$ cat src/rtl/multicycle_shifter.sv
// Multi-cycle barrel-free shifter: shifts/rotates opd1 by shamt, up to STEP bits per cycle.
// Operands are captured on start; result and op_error are registered on entry to DONE.
module multicycle_shifter #(
    parameter int unsigned OPD_LENGTH = 32,
    parameter int unsigned STEP       = 1
) (
    input  logic                  clk,
    input  logic                  rst_n,
    input  logic                  start,
    input  logic [OPD_LENGTH-1:0] opd1,
    input  logic [OPD_LENGTH-1:0] opd2,
    input  logic [2:0]            alu_op_select,
    output logic                  busy,
    output logic                  done,
    output logic [OPD_LENGTH-1:0] shifter_result,
    output logic                  op_error
);

    localparam int unsigned SH_W = $clog2(OPD_LENGTH);

    localparam logic [2:0] OP_SRL = 3'b001;
    localparam logic [2:0] OP_SLL = 3'b011;
    localparam logic [2:0] OP_SRA = 3'b111;
    localparam logic [2:0] OP_ROR = 3'b101;
    localparam logic [2:0] OP_ROL = 3'b110;

    typedef enum logic [1:0] {IDLE, SHIFT, DONE} state_t;

    state_t                state;
    logic [OPD_LENGTH-1:0] work;
    logic [SH_W-1:0]       remaining;
    logic [2:0]            op;
    logic [SH_W-1:0]       shamt;
    logic [SH_W-1:0]       step_amt;
    logic [OPD_LENGTH-1:0] work_next;
    logic                  start_valid;
    logic                  unused_opd2_hi;

    assign shamt          = opd2[SH_W-1:0];
    assign unused_opd2_hi = ^opd2[OPD_LENGTH-1:SH_W];

    function automatic logic is_valid(input logic [2:0] code);
        case (code)
            OP_SRL, OP_SLL, OP_SRA, OP_ROR, OP_ROL: return 1'b1;
            default:                                return 1'b0;
        endcase
    endfunction

    assign start_valid = is_valid(alu_op_select);

    // One shift step of min(STEP, remaining); step_amt is never 0 while in SHIFT.
    always_comb begin
        step_amt = remaining;
        if (32'(remaining) > STEP) begin
            step_amt = SH_W'(STEP);
        end
        work_next = work;
        case (op)
            OP_SRL:  work_next = work >> step_amt;
            OP_SLL:  work_next = work << step_amt;
            OP_SRA:  work_next = OPD_LENGTH'($signed(work) >>> step_amt);
            OP_ROR:  work_next = (work >> step_amt) | (work << (OPD_LENGTH - 32'(step_amt)));
            OP_ROL:  work_next = (work << step_amt) | (work >> (OPD_LENGTH - 32'(step_amt)));
            default: work_next = work;
        endcase
    end

    always_ff @(posedge clk) begin
        if (!rst_n) begin
            state          <= IDLE;
            busy           <= 1'b0;
            done           <= 1'b0;
            shifter_result <= '0;
            op_error       <= 1'b0;
            work           <= '0;
            remaining      <= '0;
            op             <= '0;
        end else begin
            case (state)
                IDLE: begin
                    if (start) begin
                        work      <= opd1;
                        remaining <= shamt;
                        op        <= alu_op_select;
                        busy      <= 1'b1;
                        if (start_valid && (shamt != '0)) begin
                            state <= SHIFT;
                        end else begin
                            // Nothing to shift: complete immediately with passthrough or error.
                            state          <= DONE;
                            done           <= 1'b1;
                            shifter_result <= start_valid ? opd1 : '0;
                            op_error       <= ~start_valid;
                        end
                    end
                end
                SHIFT: begin
                    work      <= work_next;
                    remaining <= remaining - step_amt;
                    if (remaining == step_amt) begin
                        state          <= DONE;
                        done           <= 1'b1;
                        shifter_result <= work_next;
                        op_error       <= 1'b0;
                    end
                end
                DONE: begin
                    state <= IDLE;
                    busy  <= 1'b0;
                    done  <= 1'b0;
                end
                default: begin
                    state <= IDLE;
                    busy  <= 1'b0;
                    done  <= 1'b0;
                end
            endcase
        end
    end

endmodule

$ cat config.mk
export PLATFORM = sky130hd
export DESIGN_NAME = multicycle_shifter
export DESIGN_NICKNAME = d
export VERILOG_FILES = /design/src/rtl/multicycle_shifter.sv
export SDC_FILE = /design/constraint.sdc
export NUM_CORES = 1
export LEC_CHECK = 0
export ABC_AREA = 1
export CORE_MARGIN = 3
export CORE_UTILIZATION = 55
export CTS_CLUSTER_DIAMETER = 120
export DETAILED_ROUTE_END_ITERATION = 8
export PLACE_DENSITY = 0.83
export RECOVER_POWER = 100
export SLEW_MARGIN = 0
export SYNTH_ARGS = -nofsm -noshare
export SYNTH_HDL_FRONTEND = slang
export SYNTH_SLANG_ARGS = --single-unit
$ cat constraint.sdc
create_clock -name clk -period 5.5 [get_ports clk]
set_input_delay 0.825 -clock clk [delete_from_list [all_inputs] [get_ports clk]]
set_output_delay 0.825 -clock clk [all_outputs]
set_load 0.02 [all_outputs]
# --- Yosys cells after proc, flatten, opt, wreduce, memory -nomap -nowiden ---
# Index checks and enable logic that the tools add are counted.
classes:
  magnitude_cmp: 1
  bitwise: 4
  mux: 26
  reduce_logical: 11
  eq_ne: 15
  add_sub_neg: 2
  shift: 5
op_table:
  columns: ["op", "count"]
  rows:
  - ["2-to-1 mux 32 bit", 5]
  - ["case mux 32 bit (5 select lines)", 1]
  - ["case mux 32 bit (2 select lines)", 2]
  - ["bitwise OR 32 bit", 2]
  - ["<< shifter 32 x 32 -> 32 bit", 1]
  - ["<< shifter 32 x 5 -> 32 bit", 1]
  - ["right shift 32 x 32 -> 32 bit", 1]
  - ["right shift 32 x 5 -> 32 bit", 1]
  - [">>> shifter 32 x 5 -> 32 bit", 1]
  - ["== test 3 bit (second input constant)", 6]
  - ["2-to-1 mux 5 bit", 2]
  - ["case mux 5 bit (2 select lines)", 1]
  - ["2-to-1 mux 1 bit", 8]
  - ["AND reduction 2 bit", 4]
  - ["subtractor 6 x 5 -> 7 bit (first input constant)", 1]
  - ["== test 3 x 1 -> 1 bit (second input constant)", 2]
  - ["== test 3 x 2 -> 1 bit (second input constant)", 2]
  - ["2-to-1 mux 2 bit", 3]
  - ["inequality test 2 bit (second input constant)", 3]
  - ["case mux 1 bit (2 select lines)", 3]
  - ["== test 5 bit", 1]
  - ["> comparator 5 x 1 -> 1 bit (second input constant)", 1]
  - ["nonzero test 5 bit", 1]
  - ["OR reduction 5 bit", 1]
  - ["9 further kinds", 10]
totals:
  output_inout_bits: 35
  ff_bits: 77
  inputBits: 70
  wordCells: 72

# --- Logic depth before layout (Yosys ltp) ---
# Gate-level depths: netlist (run 1).
depth:
  depth_word: 8
  mapped_depth: 15
  ltp_nobuf: 14

# --- Worst setup path after synthesis (run 1) ---
# Ideal clock, no wire load.
synth_path:
  path_kind: "flip-flop to flip-flop"
  start: "register remaining[1]"
  end: "register work[1]"
  synth_period_minus_slack_ps: 2273
  n_path_buf: 3
  t_arrival_ps: 2154
  t_required_ps: 5381
  setup_time_ps: 119
  path_slack_ps: 3227
  stages_incl_launch_ff: 16
  path_cell_list: "dfxtp_1 -> nor2_4 -> nand2_2 -> nor2_4 -> buf_6 -> ha_1 -> clkbuf_1 -> inv_1 -> clkbuf_1 -> nand2_1 -> nand3_1 -> nand2_1 -> nand2_1 -> nand2_1 -> nand2_1 -> a21oi_1"
synth_between:
  elab_chain_len: 7
  word_cells_on_any_way: 12
  classes_between: "1 x add/sub; 1 x order compare; 5 x shift; 3 x mux; 2 x bitwise"
synth_rtl:
  columns: ["element", "line", "rtl"]
  rows:
  - ["from (decl)", "31", "logic [SH_W-1:0] remaining;"]
  - ["from (signal assigned)", "83", "remaining <= shamt;"]
  - ["from (signal assigned)", "99", "remaining <= remaining - step_amt;"]
  - ["> comparator 5 x 1 -> 1 bit", "54", "if (32'(remaining) > STEP) begin"]
  - ["2-to-1 mux 5 bit *", "54", null]
  - ["subtractor 6 x 5 -> 7 bit", "62, 63", null]
  - ["right shift 32 x 32 -> 32 bit or << shifter 32 x 32 -> 32 bit (tied branches)", "63, 62", null]
  - ["bitwise OR 32 bit, on equally long branches", "63, 62", null]
  - ["case mux 32 bit (5 select lines) *", "58", "case (op)"]
  - ["case mux 32 bit (2 select lines) *", "79", "case (state)"]
  - ["to (signal assigned)", "82", "work <= opd1;"]
  - ["to (signal assigned)", "98", "work <= work_next;"]
  - ["to (decl)", "30", "logic [OPD_LENGTH-1:0] work;"]
# Every way passes the cells marked *; elsewhere a longest branch is shown, timed or not.
# A chain may end at the register's enable or synchronous reset.

# --- Final worst setup path (run 1) ---
layout_path:
  start: "input port start"
  end: "register work[8]"
layout_between:
  elab_chain_len: 2
layout_rtl:
  columns: ["element", "line", "rtl"]
  rows:
  - ["from (decl)", "9", "input logic start,"]
  - ["inequality test 2 bit (no source line)", null, null]
  - ["AND reduction 2 bit (no source line)", null, null]
# Every way passes these cells.

==> results of run 1 <==
[final timing paths]
kind	startpoint	end	slack (ps)	cells after the start
setup reg to reg	state[1]	work[8]	1700	6
setup / recovery	start	work[8]	1130	6
hold reg to reg	op_error	op_error	470	2
hold / removal	op_error	op_error	470	2
[logic make-up (layout without fill, tap and decap cells)]
kind of cell,after synthesis,count (layout),synth area share (%)
adders and majority gates,2,2,0.464
other,1,1,0.0696
buffers and inverters,146,182,11.3
AOI/OAI and AO/OA,262,262,26.9
DFF,77,77,28.6
and+or+nand+nor,399,399,32.7
[synthesized netlist by cell type, types with 6 or more instances]
cell type / instances / area, um^2
nand2_1: 256 / 961
inv_1: 76 / 285
o211ai_1: 13 / 97.6
inv_2: 7 / 26.3
dfxtp_1: 77 / 1540
a31oi_1: 32 / 200
nor2_1: 18 / 67.6
nand3_1: 82 / 410
nand4_1: 24 / 150
o21ai_0: 118 / 591
a21oi_1: 68 / 340
buf_2: 7 / 35.0
clkbuf_1: 40 / 150
nor2_4: 6 / 67.6
a21boi_1: 10 / 75.1
o21ai_1: 7 / 35.0
[layout make-up]
class                      count  area (um^2)  area share [%]
timing repair buffer          81          792            12.7
clock inverter                 6         71.3            1.14
inverter                      85          319            5.11
clock buffer                  10          128            2.04
tap                          129          161            2.58
multi-input combinational    664         3230            51.8
sequential                    77         1540            24.7
[where the power goes]
| part | total (mW) | internal [mW] | switching (mW) |
|---|---|---|---|
| Combinational | 1.50 | 0.431 | 1.07 |
| Sequential | 0.778 | 0.681 | 0.0965 |
| Clock | 0.447 | 0.214 | 0.233 |
| Total | 2.72 | 1.33 | 1.40 |
[layer usage]
metal | wire length (um) | vias to the layer above | part of all wire (%)
met4 | 514 | 0 | 2.5
met5 | 0 | - | 0
li1 | - | 3061 | -
met2 | 8800 | 500 | 43
met1 | 8400 | 3093 | 41
met3 | 2570 | 48 | 13
[flip-flops by register name, summed over array words and instances, names as in the netlist]
signal / count
shifter_result: 32
state: 2
op_error: 1
remaining: 5
work: 32
op: 3
done: 1
busy: 1
[critical path, cell delays in order]
cell and delay, ps:
dlygate4sd3_1 570, nand2_1 80, clkbuf_1 1310, nand2_1 1190, o21ai_0 550, a21oi_1 70
[stage by stage]
stage               utilization (%)  instance area (um^2)
floorplan                         -                  5390
global placement               64.7                  6060
detailed placement             64.7                  6060
CTS                            66.8                  6260
global route                   66.7                  6250
finish                         66.7                  6250
==> reports/qor.txt, run 1 <==
Status: finished with violations
Failing checks: capacitance limit, slew limit
Crit path DAT: 4590 ps
Asr flop ratio synth: 0%
Setup crit end kind: flip-flop
Total global routing overflow: 0
I/O pin count: 105
Setup TNS: 0 ps
Relative slew slack: -21.3%
RSZ-0062 raised after global routing: no
CP startpoint kind: input pin
Commonest cells after routing, fill and taps aside: nand2_1 (256), o21ai_0 (118), nand3_1 (82)
Post-Syn Area per Cell: 6.07 um^2
Layout net count: 990
Gates resized, CTS repair: 0
Gr busiest metal: met2
Fin Hold WS: 473 ps
Clock Path Buffers: 2
Post-route ant nets: 0
# port buffers: 77
Ant. Diodes: 0
Minimum clock period after layout: 4370 ps
DR vias: 6,702
Setup violators final: 0
Fill count: 842
Num CTS Buffers: 9
Power per cell area: 436 nW/um^2
Skew final: 14.8 ps
# rows: 35
Yosys reg bits: 77
HPWL after DPL: 13,900 um
Leakage: 2.81 nW
GR Util met2: 52.0%
Post-synth EDFFs: 0
VDD IR max: 0.349 mV
Vias/cell: 6.37
Worst hold path type: flip-flop to flip-flop
Clock slew at reported path FFs: 100 ps
Core Area: 9370 um^2
Die Area: 11,000 um^2
Final hold viol count: 0
Inst Count DP: 1,036
GR met3 Demand/Resource: 8.96%
CTS Hold Bufs: 0
GR Layer Usage met1: 51.2%
Wirelength, routed: 20,300 um
Period utilisation layout: 79.4%
Final instance count without filler cells: 1,052
First-pass GRT wire length: 31,900 um
WL/cell: 19.3 um
Clk root buf: clkbuf_8
Die extent in y: 105 um
Vias in the first global route: 6,081
Synth Flop Type: dfxtp_1
CTS tree: built
WP data required: 5720 ps
Drt initial violations: 1,057
Final Power: 2.72 mW
Antenna violations before repair: 0
Largest net degree at the start of global routing: 71
Routability cong.: 0.960
CTS sink count: 77
Commonest non-fill, non-tap cell in the layout: nand2_1
DR pass1 iterations: 8
Yosys cell types: 39
Clock Latency Late Sink: 350 ps
Pre-CTS WS: 1830 ps
CP max FO: 44
YS warnings: 0
Die span in x: 105 um
Final WS setup: 1130 ps
Measured slew at the worst slew-check pin: 1820 ps
Syn nets: 959
DRC: 0
Slew Viols, Final: 45
MaxCap Viol Count: 1
Share of cells above drive strength 1: 4.33%
Post-CTS setup buffers: 0
Kind of critical path: input pin to flip-flop
Number of H-tree levels: 3
Cell count after synthesis: 887
Layout area overhead: 16.0%
Total global-route track usage: 35.8%
Peak Freq: 229 MHz
Initial Util: 57.5%
Synthesized area: 5390 um^2
Sequential area share after synthesis: 28.6%
Power figures use the tool's default switching activity.
==> run 2, diff against run 1 <==
--- a/config.mk
+++ b/config.mk
@@ -7,10 +7,10 @@
 export LEC_CHECK = 0
 export ABC_AREA = 1
 export CORE_MARGIN = 3
-export CORE_UTILIZATION = 55
+export CORE_UTILIZATION = 48
 export CTS_CLUSTER_DIAMETER = 120
 export DETAILED_ROUTE_END_ITERATION = 8
-export PLACE_DENSITY = 0.83
+export PLACE_DENSITY = 0.77
 export RECOVER_POWER = 100
 export SLEW_MARGIN = 0
 export SYNTH_ARGS = -nofsm -noshare
==> constraint.sdc (replaced) <==
create_clock -name clk -period 3.7 [get_ports clk]
set_input_delay 0.555 -clock clk [delete_from_list [all_inputs] [get_ports clk]]
set_output_delay 0.555 -clock clk [all_outputs]
set_load 0.02 [all_outputs]
==> run 2 against run 1 <==
  * The flow still finishes with violations (capacitance limit, slew limit)
  * Sequential power is 48% higher
  * Total power is 46% higher
  * Setup slack worse by 530 ps
  * Clock skew is 7.7 ps lower
  * Clock-buffer cell count is 1 higher
  * Combinational power is 47% higher
  * Non-clock buffer count is 13 higher
  * Sequential share of layout area is 0.38 points lower
  * Via count is 4.8% lower
  * Critical path depth is 5 higher
  * Design area is 1.6% higher
  * Sequential cell count stayed put
  * Critical path type is now flip-flop to flip-flop
  * Critical endpoint is now shifter_result[29]
  * Largest power group unchanged
==> reports/qor.txt, run 2 (synthesized netlist as in run 1, its figures left out) <==
Status: finished with violations
Failing checks: capacitance limit, slew limit
Layout Utilization: 58.3%
Routability cong.: 0.974
Worst path top cell family by delay: simple AND/OR/NAND/NOR gates
Vias/cell: 5.93
Die extent in y: 112 um
Post-route ant nets: 0
MaxCap Viol Count: 1
Ant. Diodes: 0
Setup TNS: 0 ps
Crit path largest cell delay: 530 ps
Setup crit end kind: flip-flop
Clock slew at reported path FFs: 80 ps
Slowest CP cell: nand3_4
Leakage: 2.87 nW
Clk root buf: clkbuf_8
Vias in the first global route: 5,626
CTS Hold Bufs: 0
WL/cell: 17.3 um
Clock Latency Late Sink: 360 ps
I/O pin count: 105
Die span in x: 112 um
Initial Util: 49.5%
Fin Hold WS: 468 ps
DR pass1 iterations: 5
Layout area overhead: 17.8%
Measured slew at the worst slew-check pin: 1770 ps
DRC: 0
VDD IR max: 0.403 mV
First-pass GRT wire length: 29,900 um
Pre-CTS WS: 1230 ps
Relative slew slack: -17.8%
# port buffers: 77
CP startpoint kind: flip-flop
CP Cell Sequence: inv_1, nand3_4, nand2_1, nor2_1, clkbuf_1, nand3_1, nand2_1, nand2_1, nand2_1, nand2_1, a21boi_0
Clock Path Buffers: 2
R2R Path Start: remaining[0]
Final WS setup: 599 ps
# rows: 38
Peak Freq: 322 MHz
Layout net count: 1,003
Worst hold path type: flip-flop to flip-flop
Total global-route track usage: 29.2%
Num CTS Buffers: 9
Kind of critical path: flip-flop to flip-flop
Wirelength, routed: 18,600 um
Setup violators final: 0
HPWL after DPL: 13,000 um
Number of H-tree levels: 3
Share of cells above drive strength 1: 5.34%
Critical path buffer and inverter count: 2
Period utilisation layout: 83.8%
Final Power: 3.99 mW
Total global routing overflow: 0
Post-CTS setup buffers: 0
Largest regs: shifter_result (32), work (32), remaining (5)
CTS sink count: 77
Final hold viol count: 0
CTS tree: built
Slew Viols, Final: 44
Drt initial violations: 778
Core Area: 10,900 um^2
Crit path DAT: 3380 ps
Power per cell area: 629 nW/um^2
Fill count: 1,094
Gates resized, CTS repair: 0
Min-delay src: op_error
Minimum clock period after layout: 3100 ps
Commonest cells after routing, fill and taps aside: nand2_1 (257), o21ai_0 (120), nand3_1 (82)
Die Area: 12,500 um^2
RSZ-0062 raised after global routing: no
Setup crit start: remaining[0]
Largest net degree at the start of global routing: 70
CP dominant cell by count: nand2_1
Antenna violations before repair: 0
Skew final: 7.13 ps
CP max FO: 39
Commonest non-fill, non-tap cell in the layout: nand2_1
DR vias: 6,377
WP data required: 3980 ps
run 2: changes by cell type in the layout (fill, tap and decap cells not counted), sizes merged:
cell and delta:
clkdlybuf4s50 +1, clkinv +1, clkbuf +3, inv -1, dlygate4sd3 -1, buf +11, clkinvlp -1
run 2: final timing paths:
check	endpoint	slack, ps	cells after the start
worst max-delay path	shifter_result[29]	600	11
worst min-delay path	op_error	470	2
worst max register to register	shifter_result[29]	600	11
worst min register to register	op_error	470	2
run 2: worst register-to-register path, cell delays in order (launching register included):
cell	delay, ps
dfxtp_1	380
inv_1	340
nand3_4	540
nand2_1	200
nor2_1	390
clkbuf_1	490
nand3_1	150
nand2_1	80
nand2_1	40
nand2_1	160
nand2_1	90
a21boi_0	170
run 2: area by class of cell:
| class | count | area [um^2] | share of cell area (%) |
|---|---|---|---|
| Clock inverter | 5 | 60.1 | 0.946 |
| Tap cell | 140 | 175 | 2.76 |
| Multi-Input combinational cell | 664 | 3240 | 51.0 |
| Clock buffer | 11 | 131 | 2.07 |
| Sequential cell | 77 | 1540 | 24.3 |
| Timing Repair Buffer | 94 | 882 | 13.9 |
| Inverter | 85 | 319 | 5.03 |
run 2: metal layers:
layer | part of all wire (%) | routed length [um] | vias to the layer above | track usage [%]
met5 | 0 | 0 | - | 0
met4 | 1.8 | 340 | 0 | 8.57
met3 | 11 | 2000 | 29 | 5.11
met2 | 42 | 7810 | 349 | 41.2
met1 | 45 | 8440 | 2908 | 44.9
li1 | - | - | 3091 | -
run 2: power by group:
group | internal (mW) | switching [mW] | total [mW]
Sequential | 1.01 | 0.134 | 1.15
Combinational | 0.683 | 1.53 | 2.21
Clock | 0.315 | 0.319 | 0.634
run 2: stage by stage:
stage               area, um^2  std cells
finish                    6350       1076
global route              6350       1076
CTS                       6360       1076
detailed placement        6170       1060
global placement          6170       1060
floorplan                 5390        887
